==> config.mk <==
export PLATFORM = sky130hd
export DESIGN_NAME = keypad_reader
export DESIGN_NICKNAME = d
export VERILOG_FILES = /design/src/rtl/keypad_reader_pkg.sv /design/src/rtl/keypad_reader_col_scanner.sv /design/src/rtl/keypad_reader.sv
export SDC_FILE = /design/constraint.sdc
export NUM_CORES = 1
export LEC_CHECK = 0
export CAP_MARGIN = 25
export CORE_MARGIN = 2
export CORE_UTILIZATION = 60
export DETAILED_ROUTE_END_ITERATION = 12
export PLACE_DENSITY = 0.85
export SYNTH_ARGS = -nofsm -noshare
export SYNTH_HDL_FRONTEND = slang
export SYNTH_SLANG_ARGS = --single-unit
==> constraint.sdc <==
create_clock -name clk -period 19.4 [get_ports clk]
set_input_delay 1.94 -clock clk [delete_from_list [all_inputs] [get_ports clk]]
set_output_delay 1.94 -clock clk [all_outputs]
set_load 0.03 [all_outputs]
==> src/rtl/keypad_reader_pkg.sv <==
// Shared definitions for the keypad input peripheral: register offsets,
// controller states, the no-key sentinel and the column reset pattern.
package keypad_reader_pkg;

    localparam logic [1:0] REG_DATA  = 2'd0;
    localparam logic [1:0] REG_RAW   = 2'd1;

    localparam logic [4:0] KEY_NONE  = 5'h10;
    localparam logic [3:0] COL_RESET = 4'b1110;

    typedef enum logic [1:0] {
        S_IDLE,
        S_DEBOUNCE,
        S_PRESSED,
        S_RELEASE
    } key_state_t;

    // Index of the single set bit, or KEY_NONE when zero or several bits are set.
    function automatic logic [4:0] onehot_index(input logic [15:0] v);
        logic [4:0] idx;
        int         n;
        idx = KEY_NONE;
        n   = 0;
        for (int i = 0; i < 16; i++) begin
            if (v[i]) begin
                n++;
                idx = 5'(i);
            end
        end
        return (n == 1) ? idx : KEY_NONE;
    endfunction

endpackage

==> src/rtl/keypad_reader_col_scanner.sv <==
// Column scanner: rotates the one-cold column drive, synchronizes the rows
// and assembles a 16-bit frame, reporting it at the end of column 3.
module keypad_col_scanner
    import keypad_reader_pkg::*;
#(
    parameter int SCAN_CYCLES = 50000
) (
    input  logic        clk,
    input  logic        rst,
    input  logic [3:0]  key_row,
    output logic [3:0]  key_col,
    output logic [15:0] bitmap,
    output logic        frame_done,
    output logic        frame_empty,
    output logic [4:0]  candidate
);

    localparam int CW = (SCAN_CYCLES > 1) ? $clog2(SCAN_CYCLES) : 1;

    logic [CW-1:0] cnt;
    logic [1:0]    col;
    logic [3:0]    row_meta;
    logic [3:0]    row_sync;
    logic [15:0]   frame;
    logic [15:0]   frame_next;
    logic          col_end;

    assign col_end = (cnt == CW'(SCAN_CYCLES - 1));

    // Sampling at the end of the column period hides the synchronizer delay.
    always_comb begin
        frame_next = frame;
        if (col_end) begin
            frame_next[{col, 2'b00} +: 4] = ~row_sync;
        end
    end

    assign frame_done  = col_end && (col == 2'd3);
    assign frame_empty = (frame_next == 16'h0000);
    assign candidate   = onehot_index(frame_next);

    always_ff @(posedge clk or posedge rst) begin
        if (rst) begin
            cnt      <= '0;
            col      <= 2'd0;
            key_col  <= COL_RESET;
            row_meta <= 4'hF;
            row_sync <= 4'hF;
            frame    <= '0;
            bitmap   <= '0;
        end else begin
            row_meta <= key_row;
            row_sync <= row_meta;
            frame    <= frame_next;
            if (col_end) begin
                cnt     <= '0;
                col     <= col + 2'd1;
                key_col <= {key_col[2:0], key_col[3]};
            end else begin
                cnt <= cnt + CW'(1);
            end
            if (frame_done) begin
                bitmap <= frame_next;
            end
        end
    end

endmodule

==> src/rtl/keypad_reader.sv <==
// Memory-mapped 4x4 keypad reader: frame-level debounce FSM, latched key
// code with read-to-clear valid flag, and a one-cycle press interrupt.
//
// state      | meaning
// S_IDLE     | no key accepted, waiting for a single-key frame
// S_DEBOUNCE | counting consecutive frames of the same single key
// S_PRESSED  | press accepted, waiting for an empty frame
// S_RELEASE  | counting consecutive empty frames before re-arming
module keypad_reader
    import keypad_reader_pkg::*;
#(
    parameter int SCAN_CYCLES    = 50000,
    parameter int DEBOUNCE_SCANS = 4
) (
    input  logic        clk,
    input  logic        rst,
    input  logic [31:0] addr,
    input  logic        re,
    output logic [31:0] rdata,
    input  logic [3:0]  key_row,
    output logic [3:0]  key_col,
    output logic        key_irq
);

    localparam int FW = $clog2(DEBOUNCE_SCANS + 1);
    localparam logic [FW-1:0] FCNT_ONE  = FW'(1);
    localparam logic [FW-1:0] FCNT_LAST = FW'(DEBOUNCE_SCANS);

    logic [15:0]   bitmap;
    logic          frame_done;
    logic          frame_empty;
    logic [4:0]    candidate;

    key_state_t    state, state_n;
    logic [3:0]    cand, cand_n;
    logic [FW-1:0] fcnt, fcnt_n;
    logic [FW-1:0] fcnt_inc;
    logic          accept;
    logic          valid;
    logic [3:0]    code;
    logic          clr;
    logic          unused_addr;

    keypad_col_scanner #(.SCAN_CYCLES(SCAN_CYCLES)) u_scanner (
        .clk        (clk),
        .rst        (rst),
        .key_row    (key_row),
        .key_col    (key_col),
        .bitmap     (bitmap),
        .frame_done (frame_done),
        .frame_empty(frame_empty),
        .candidate  (candidate)
    );

    assign fcnt_inc    = fcnt + FCNT_ONE;
    assign clr         = re && (addr[3:2] == REG_DATA);
    assign unused_addr = ^{addr[31:4], addr[1:0]};

    always_comb begin
        state_n = state;
        cand_n  = cand;
        fcnt_n  = fcnt;
        accept  = 1'b0;
        if (frame_done) begin
            unique case (state)
                S_IDLE: begin
                    if (candidate != KEY_NONE) begin
                        cand_n = candidate[3:0];
                        fcnt_n = FCNT_ONE;
                        if (FCNT_ONE == FCNT_LAST) begin
                            state_n = S_PRESSED;
                            accept  = 1'b1;
                        end else begin
                            state_n = S_DEBOUNCE;
                        end
                    end
                end
                S_DEBOUNCE: begin
                    if (candidate == KEY_NONE) begin
                        state_n = S_IDLE;
                    end else if (candidate[3:0] == cand) begin
                        fcnt_n = fcnt_inc;
                        if (fcnt_inc == FCNT_LAST) begin
                            state_n = S_PRESSED;
                            accept  = 1'b1;
                        end
                    end else begin
                        cand_n = candidate[3:0];
                        fcnt_n = FCNT_ONE;
                    end
                end
                // Several keys at once are not a release; only an empty frame is.
                S_PRESSED: begin
                    if (frame_empty) begin
                        fcnt_n  = FCNT_ONE;
                        state_n = (FCNT_ONE == FCNT_LAST) ? S_IDLE : S_RELEASE;
                    end
                end
                S_RELEASE: begin
                    if (frame_empty) begin
                        fcnt_n = fcnt_inc;
                        if (fcnt_inc == FCNT_LAST) begin
                            state_n = S_IDLE;
                        end
                    end else begin
                        state_n = S_PRESSED;
                    end
                end
                default: state_n = S_IDLE;
            endcase
        end
    end

    always_ff @(posedge clk or posedge rst) begin
        if (rst) begin
            state   <= S_IDLE;
            cand    <= '0;
            fcnt    <= '0;
            valid   <= 1'b0;
            code    <= '0;
            key_irq <= 1'b0;
        end else begin
            state   <= state_n;
            cand    <= cand_n;
            fcnt    <= fcnt_n;
            key_irq <= accept;
            valid   <= (valid && !clr) || accept;
            if (accept) begin
                code <= candidate[3:0];
            end
        end
    end

    always_comb begin
        rdata = 32'h0;
        case (addr[3:2])
            REG_DATA: rdata = {valid, 27'b0, code};
            REG_RAW:  rdata = {16'b0, bitmap};
            default:  rdata = 32'h0;
        endcase
    end

endmodule
# --- Word-level counts from Yosys, hierarchy flattened ---
# Cells that the tools add are included.
word_totals:
  in_bits: 39
  register_bits: 77
  out_inout_bits: 37
op_classes:
  bitwise: 1
  eq_ne: 19
  muxes: 60
  n_reduce_logical: 12
  n_shift: 2
  addsub: 19
ops:
  columns: ["op", "count"]
  rows:
  - ["2-to-1 mux 32 bit", 15]
  - ["adder 32 x 2 -> 32 bit (second input constant)", 14]
  - ["2-to-1 mux 5 bit", 17]
  - ["case mux 32 bit (2 select lines)", 1]
  - ["equality test 32 x 2 -> 1 bit (second input constant)", 1]
  - ["2-to-1 mux 16 bit", 2]
  - ["adder 16 x 1 -> 16 bit (second input constant)", 1]
  - ["bitwise mux 16 bit", 1]
  - ["equality test 16 bit (second input constant)", 1]
  - ["logical NOT 16 bit", 1]
  - ["variable shift 4 x 6 -> 16 bit (first input constant)", 1]
  - ["variable part select 4 x 6 -> 16 bit", 1]
  - ["2-to-1 mux 3 bit", 5]
  - ["2-to-1 mux 2 bit", 7]
  - ["2-to-1 mux 4 bit", 3]
  - ["case mux 3 bit (4 select lines)", 1]
  - ["!= test 2 bit (second input constant)", 5]
  - ["AND reduction 5 bit", 2]
  - ["!= test 3 bit (second input constant)", 3]
  - ["case mux 2 bit (4 select lines)", 1]
  - ["case mux 4 bit (2 select lines)", 1]
  - ["equality test 2 bit (second input constant)", 3]
  - ["2-to-1 mux 1 bit", 6]
  - ["negation 4 -> 6 bit", 1]
  - ["15 further kinds", 19]

# --- Depth between registers and ports, before layout ---
logic_depth:
  depth_word: 43
  ltp_mapped: 67
  mapped_depth_nobuf: 65

# --- Cells and area by module ---
# Synthesis repeated with hierarchy kept, for this count alone.
hier_totals:
  cells_unflattened: 631
  hier_area_um2: 5933.2
by_module_without_submodules:
  columns: ["mod", "seq_area_each_um2", "cells_each", "instances", "area_per_inst_um2"]
  rows:
  - ["keypad_col_scanner", 1565.3, 528, 1, 4914.7]
  - ["keypad_reader", 375.4, 103, 1, 1018.5]

# --- Worst setup path after synthesis ---
# Ideal clock, no wire load.
synth_timing:
  path_kind: "reg-to-reg"
  from: "reg u_scanner.cnt[13]"
  to: "reg code[2]"
  t_required_ps: 19275
  stages_incl_launch_ff: 63
  path_buffers: 1
  t_arrival_ps: 11348
  period_less_slack_ps: 11472
  path_slack_ps: 7928
  path_cell_list: "dfrtp_1 or4b_1 buf_2 nor4_4 nand2_1 o21a_1 ha_1 xnor2_4 ha_1 inv_1 mux2i_1 nor2_1 inv_2 ha_1 nand2_1 o21ai_0 ha_1 nand2_1 (+27 left out) inv_1 ha_1 nand2_1 o21ai_0 ha_1 mux2_2 ha_1 inv_1 o21ai_0 ha_1 nand3_1 a31oi_1 nand3_1 a211oi_2 o221ai_2 a211o_1 nor4b_4 mux2_2"
synth_between:
  elab_chain_len: 40
  elab_cells_between_ends: 58
synth_rtl:
  columns: ["item", "line_no", "source"]
  rows:
  - ["start: declaration", "keypad_reader_col_scanner.sv:20", "logic [CW-1:0] cnt;"]
  - ["start signal: assignment", "keypad_reader_col_scanner.sv:60", "cnt <= cnt + CW'(1);"]
  - ["equality test 16 bit (*)", "keypad_reader_col_scanner.sv:28", "assign col_end = (cnt == CW'(SCAN_CYCLES - 1));"]
  - ["2-to-1 mux 16 bit", "keypad_reader_col_scanner.sv:33", "if (col_end) begin"]
  - ["2-to-1 mux 1 bit", "keypad_reader_pkg.sv:25", "if (v[i]) begin"]
  - ["adder 1 x 1 -> 2 bit", "keypad_reader_pkg.sv:26", "n++;"]
  - ["2-to-1 mux 32 bit", "keypad_reader_pkg.sv:25", null]
  - ["adder 32 x 2 -> 32 bit", "keypad_reader_pkg.sv:26", null]
  - ["2-to-1 mux 32 bit", "keypad_reader_pkg.sv:25", null]
  - ["adder 32 x 2 -> 32 bit", "keypad_reader_pkg.sv:26", null]
  - ["(+24 left out)", null, null]
  - ["2-to-1 mux 32 bit", "keypad_reader_pkg.sv:25", null]
  - ["equality test 32 x 2 -> 1 bit", "keypad_reader_pkg.sv:30", "return (n == 1) ? idx : KEY_NONE;"]
  - ["2-to-1 mux 5 bit", "keypad_reader_pkg.sv:30", null]
  - ["equality test 4 bit", "keypad_reader.sv:81", "end else if (candidate[3:0] == cand) begin"]
  - ["2-to-1 mux 1 bit", "keypad_reader.sv:81", null]
  - ["2-to-1 mux 1 bit", "keypad_reader.sv:79", "if (candidate == KEY_NONE) begin"]
  - ["2-to-1 mux 1 bit", "keypad_reader.sv:65", "unique case (state)"]
  - ["2-to-1 mux 1 bit", "keypad_reader.sv:64", "if (frame_done) begin"]
  - ["end signal: assignment", "keypad_reader.sv:129", "code <= candidate[3:0];"]
  - ["end: declaration", "keypad_reader.sv:40", "logic [3:0] code;"]
# Mark *: on every way between the ends. The rest lies on a longest branch, timed or not.
# A chain may end at the register's enable or synchronous reset.

# --- Worst setup path after layout ---
# Ends and elaborated chain as after synthesis.

==> run summary <==
Outcome = finished, final reports clean
TritonCTS clock tree = done
Io pins = 76
Number of flops mapped to enable cells by yosys = 0
H-tree levels = 3
Net Sw Power = 0.0000690 W
Final worst-path cycle share = 0.686
Worst-path clk slew = 90 ps
FMAX = 75.1 MHz
Drt via density = 6.12
Placement Cell Area = 0.00637 mm2
Setup bufs post-CTS = 0
Vias in the first global route = 4967
Worst-path maximum fanout = 12
P per Cell Area = 45.0 mW/mm2
Pre-CTS WS = 6280 ps
Grt ovf = 0
TritonCTS Buffers = 9
Die Area = 0.0108 mm2
Clock Skew = 13.8 ps
Hold WC Path Type = reg -> reg
Max Cap Viol = 0
Vias = 5158
Num rows = 36
Int Power = 0.000227 W
Post_cts resized = 0
Final critical-path required period = 13320 ps
Final wirelength = 13900 um
Maximum cell stage delay along the critical path = 710 ps
Sequential share of the synthesized area = 0.323
Starting Density = 0.617
Pins Over Slew Limit = 0
Top cell by count, worst path = ha_1
Layout Area Growth over Synthesis = 9.40%
Die Height = 104 um
Seq pwr share = 0.553
Critical path's slowest cell = or4b_1
DRC = 0
Total power = 0.000296 W
Clk_lat worst skew = 360 ps
First-pass GRT wire length = 23400 um
Leakage = 3.04 nW
Layout fillers = 737
Largest net degree at the start of global routing = 78
Arr. time, crit path = 13560 ps
Peak supply drop = 0.0331 mV
Pre-Repair DR Iteration Count = 8
Post-layout util = 0.675
Hold Buf Count CTS = 0
Initial drt markers = 492
Root buffer cell = clkbuf_8
Synth Flop Type = dfrtp_1
CP Class = reg -> reg
Worst Setup Slack, final = 6080 ps
# diodes = 0
CTS sink count = 77
Initial antenna violation count = 0
Synth warnings = 0
# setup viols final = 0
Longest Clk Path Bufs = 2
Switching Fraction = 0.233
Comb power frac = 0.035
Port bufs = 30
Worst setup EP type = register
Startpoint types = register
Total track usage = 0.262
Unrepaired setup endpoints after global routing = false
Fin. Hold Viols = 0
Share of cells above drive strength 1 = 0.100
Cell area after synthesis = 0.00600 mm2
Clock power share = 0.412
Routability cong. = 0.928
Post-Synthesis Cells = 682
Slew @ Worst Pin = 944 ps
Post-synthesis async set-or-reset flop share = 1.00
Synthesized flop and latch total = 77
Die W = 104 um
CP required = 19640 ps
Antenna Nets Post-Route = 0
Post-DP HPWL = 10500 um
Core area = 0.00973 mm2
Final #Nets = 765
Synth cell types = 79
Post-route design area = 0.00657 mm2
Average size of a mapped cell = 8.80 um2
Setup TNS = 0 ps
Max-slew headroom = 0.353
DR WL/cell = 16.5 um
[worst max-delay path: cells and delay by family, from the launching register on]
family | cells | cell delay (ps)
xor gates and xnor gates | 1 | 280
buffers and inverters | 6 | 490
DFF | 1 | 430
adders and majority gates | 14 | 4180
and+or+nand+nor | 19 | 3460
muxes | 5 | 1150
AOI/OAI and AO/OA | 16 | 3170
[final cells by class]
type / instances / area (um2) / area share
Multi-Input combinational cell: 543 / 3780 / 0.575
Sequential cell: 77 / 1940 / 0.295
Timing Repair Buffer: 35 / 338 / 0.0514
Tap cell: 133 / 166 / 0.0253
Inverter: 39 / 146 / 0.0223
Clock buffer: 10 / 138 / 0.0210
Clock inverter: 6 / 62.6 / 0.00953
[stage by stage]
| stage | hold WS, ps | instances |
|---|---|---|
| 2_1_floorplan | 345 | 696 |
| 3_3_place_gp | 347 | 827 |
| 3_5_place_dp | 347 | 827 |
| 4_1_cts | 359 | 843 |
| 5_1_grt | 363 | 843 |
| 6_report | 357 | 843 |
[power groups by stage]
stage / Combinational, W / Sequential (W) / Clock (W)
2_1_floorplan: 0.0000103 / 0.000165 / 0
3_3_place_gp: 0.0000104 / 0.000166 / 0
3_5_place_dp: 0.0000105 / 0.000166 / 0
4_1_cts: 0.0000105 / 0.000163 / 0.000122
5_1_grt: 0.0000114 / 0.000163 / 0.000130
6_report: 0.0000104 / 0.000163 / 0.000122
[path summary, 6_finish.rpt]
path	from	endpoint	slack [ps]	depth (start not counted)
min in group asynchronous	rst	fcnt[2]	2190	3
min reg2reg	u_scanner.row_meta[1]	u_scanner.row_sync[1]	360	0
min	u_scanner.row_meta[1]	u_scanner.row_sync[1]	360	0
max	u_scanner.cnt[13]	code[2]	6080	61
max reg2reg	u_scanner.cnt[13]	code[2]	6080	61
max in group asynchronous	rst	u_scanner.cnt[12]	16620	3
[per-layer routing]
layer  share of wire  vias to the layer above  track usage
li1                -                     2453            -
met1            0.42                     2470        0.325
met2            0.49                      197        0.456
met3           0.059                       38       0.0401
met4           0.027                        0        0.107
met5               0                        -            0
[logic make-up (layout without fill, tap and decap cells)]
logic type      count (synthesis)  in the layout  share of synthesized area
mux                            42             42                     0.0740
simple gates                  270            270                      0.243
compound gates                131            131                      0.151
xor+xnor                       64             64                      0.107
fa+ha+maj                      21             21                     0.0438
flops                          77             77                      0.323
buf+inv                        76             90                     0.0575
other cells                     1             15                   0.000625
[sequential cells by signal, summed over array words and instances, names as in the netlist, 3 cells and up]
register            count
u_scanner.bitmap       16
u_scanner.cnt          16
u_scanner.frame        16
cand                    4
code                    4
u_scanner.key_col       4
u_scanner.row_meta      4
u_scanner.row_sync      4
fcnt                    3
[placed cells by master, fill, tap and decap left out, types with 5 or more instances in the layout]
cell type / count
nor3_1: 15
inv_1: 33
and2_1: 18
or3_1: 7
nand4_1: 11
a21oi_1: 22
conb_1: 15
clkdlybuf4s50_1: 30
and3_1: 14
o21ai_0: 30
ha_1: 21
buf_4: 5
nor4_1: 5
nor2b_1: 5
nand2_1: 71
nor2_1: 59
dfstp_2: 11
a211oi_1: 5
nand3_1: 20
a21o_1: 8
o22ai_1: 9
nor4b_1: 5
mux2_2: 16
xnor2_1: 36
dfrtp_1: 66
xor2_1: 22
mux2i_1: 23
clkbuf_8: 10
[Yosys cell counts (18+ instances only)]
cell | count | share of area
a21oi_1 | 22 | 0.018
and2_1 | 18 | 0.019
clkbuf_1 | 18 | 0.011
dfrtp_1 | 66 | 0.28
ha_1 | 21 | 0.044
inv_1 | 34 | 0.021
mux2i_1 | 23 | 0.038
nand2_1 | 71 | 0.044
nand3_1 | 20 | 0.017
nor2_1 | 59 | 0.037
o21ai_0 | 30 | 0.025
xnor2_1 | 36 | 0.053
xor2_1 | 22 | 0.032
(Power assumes the default switching activity.)
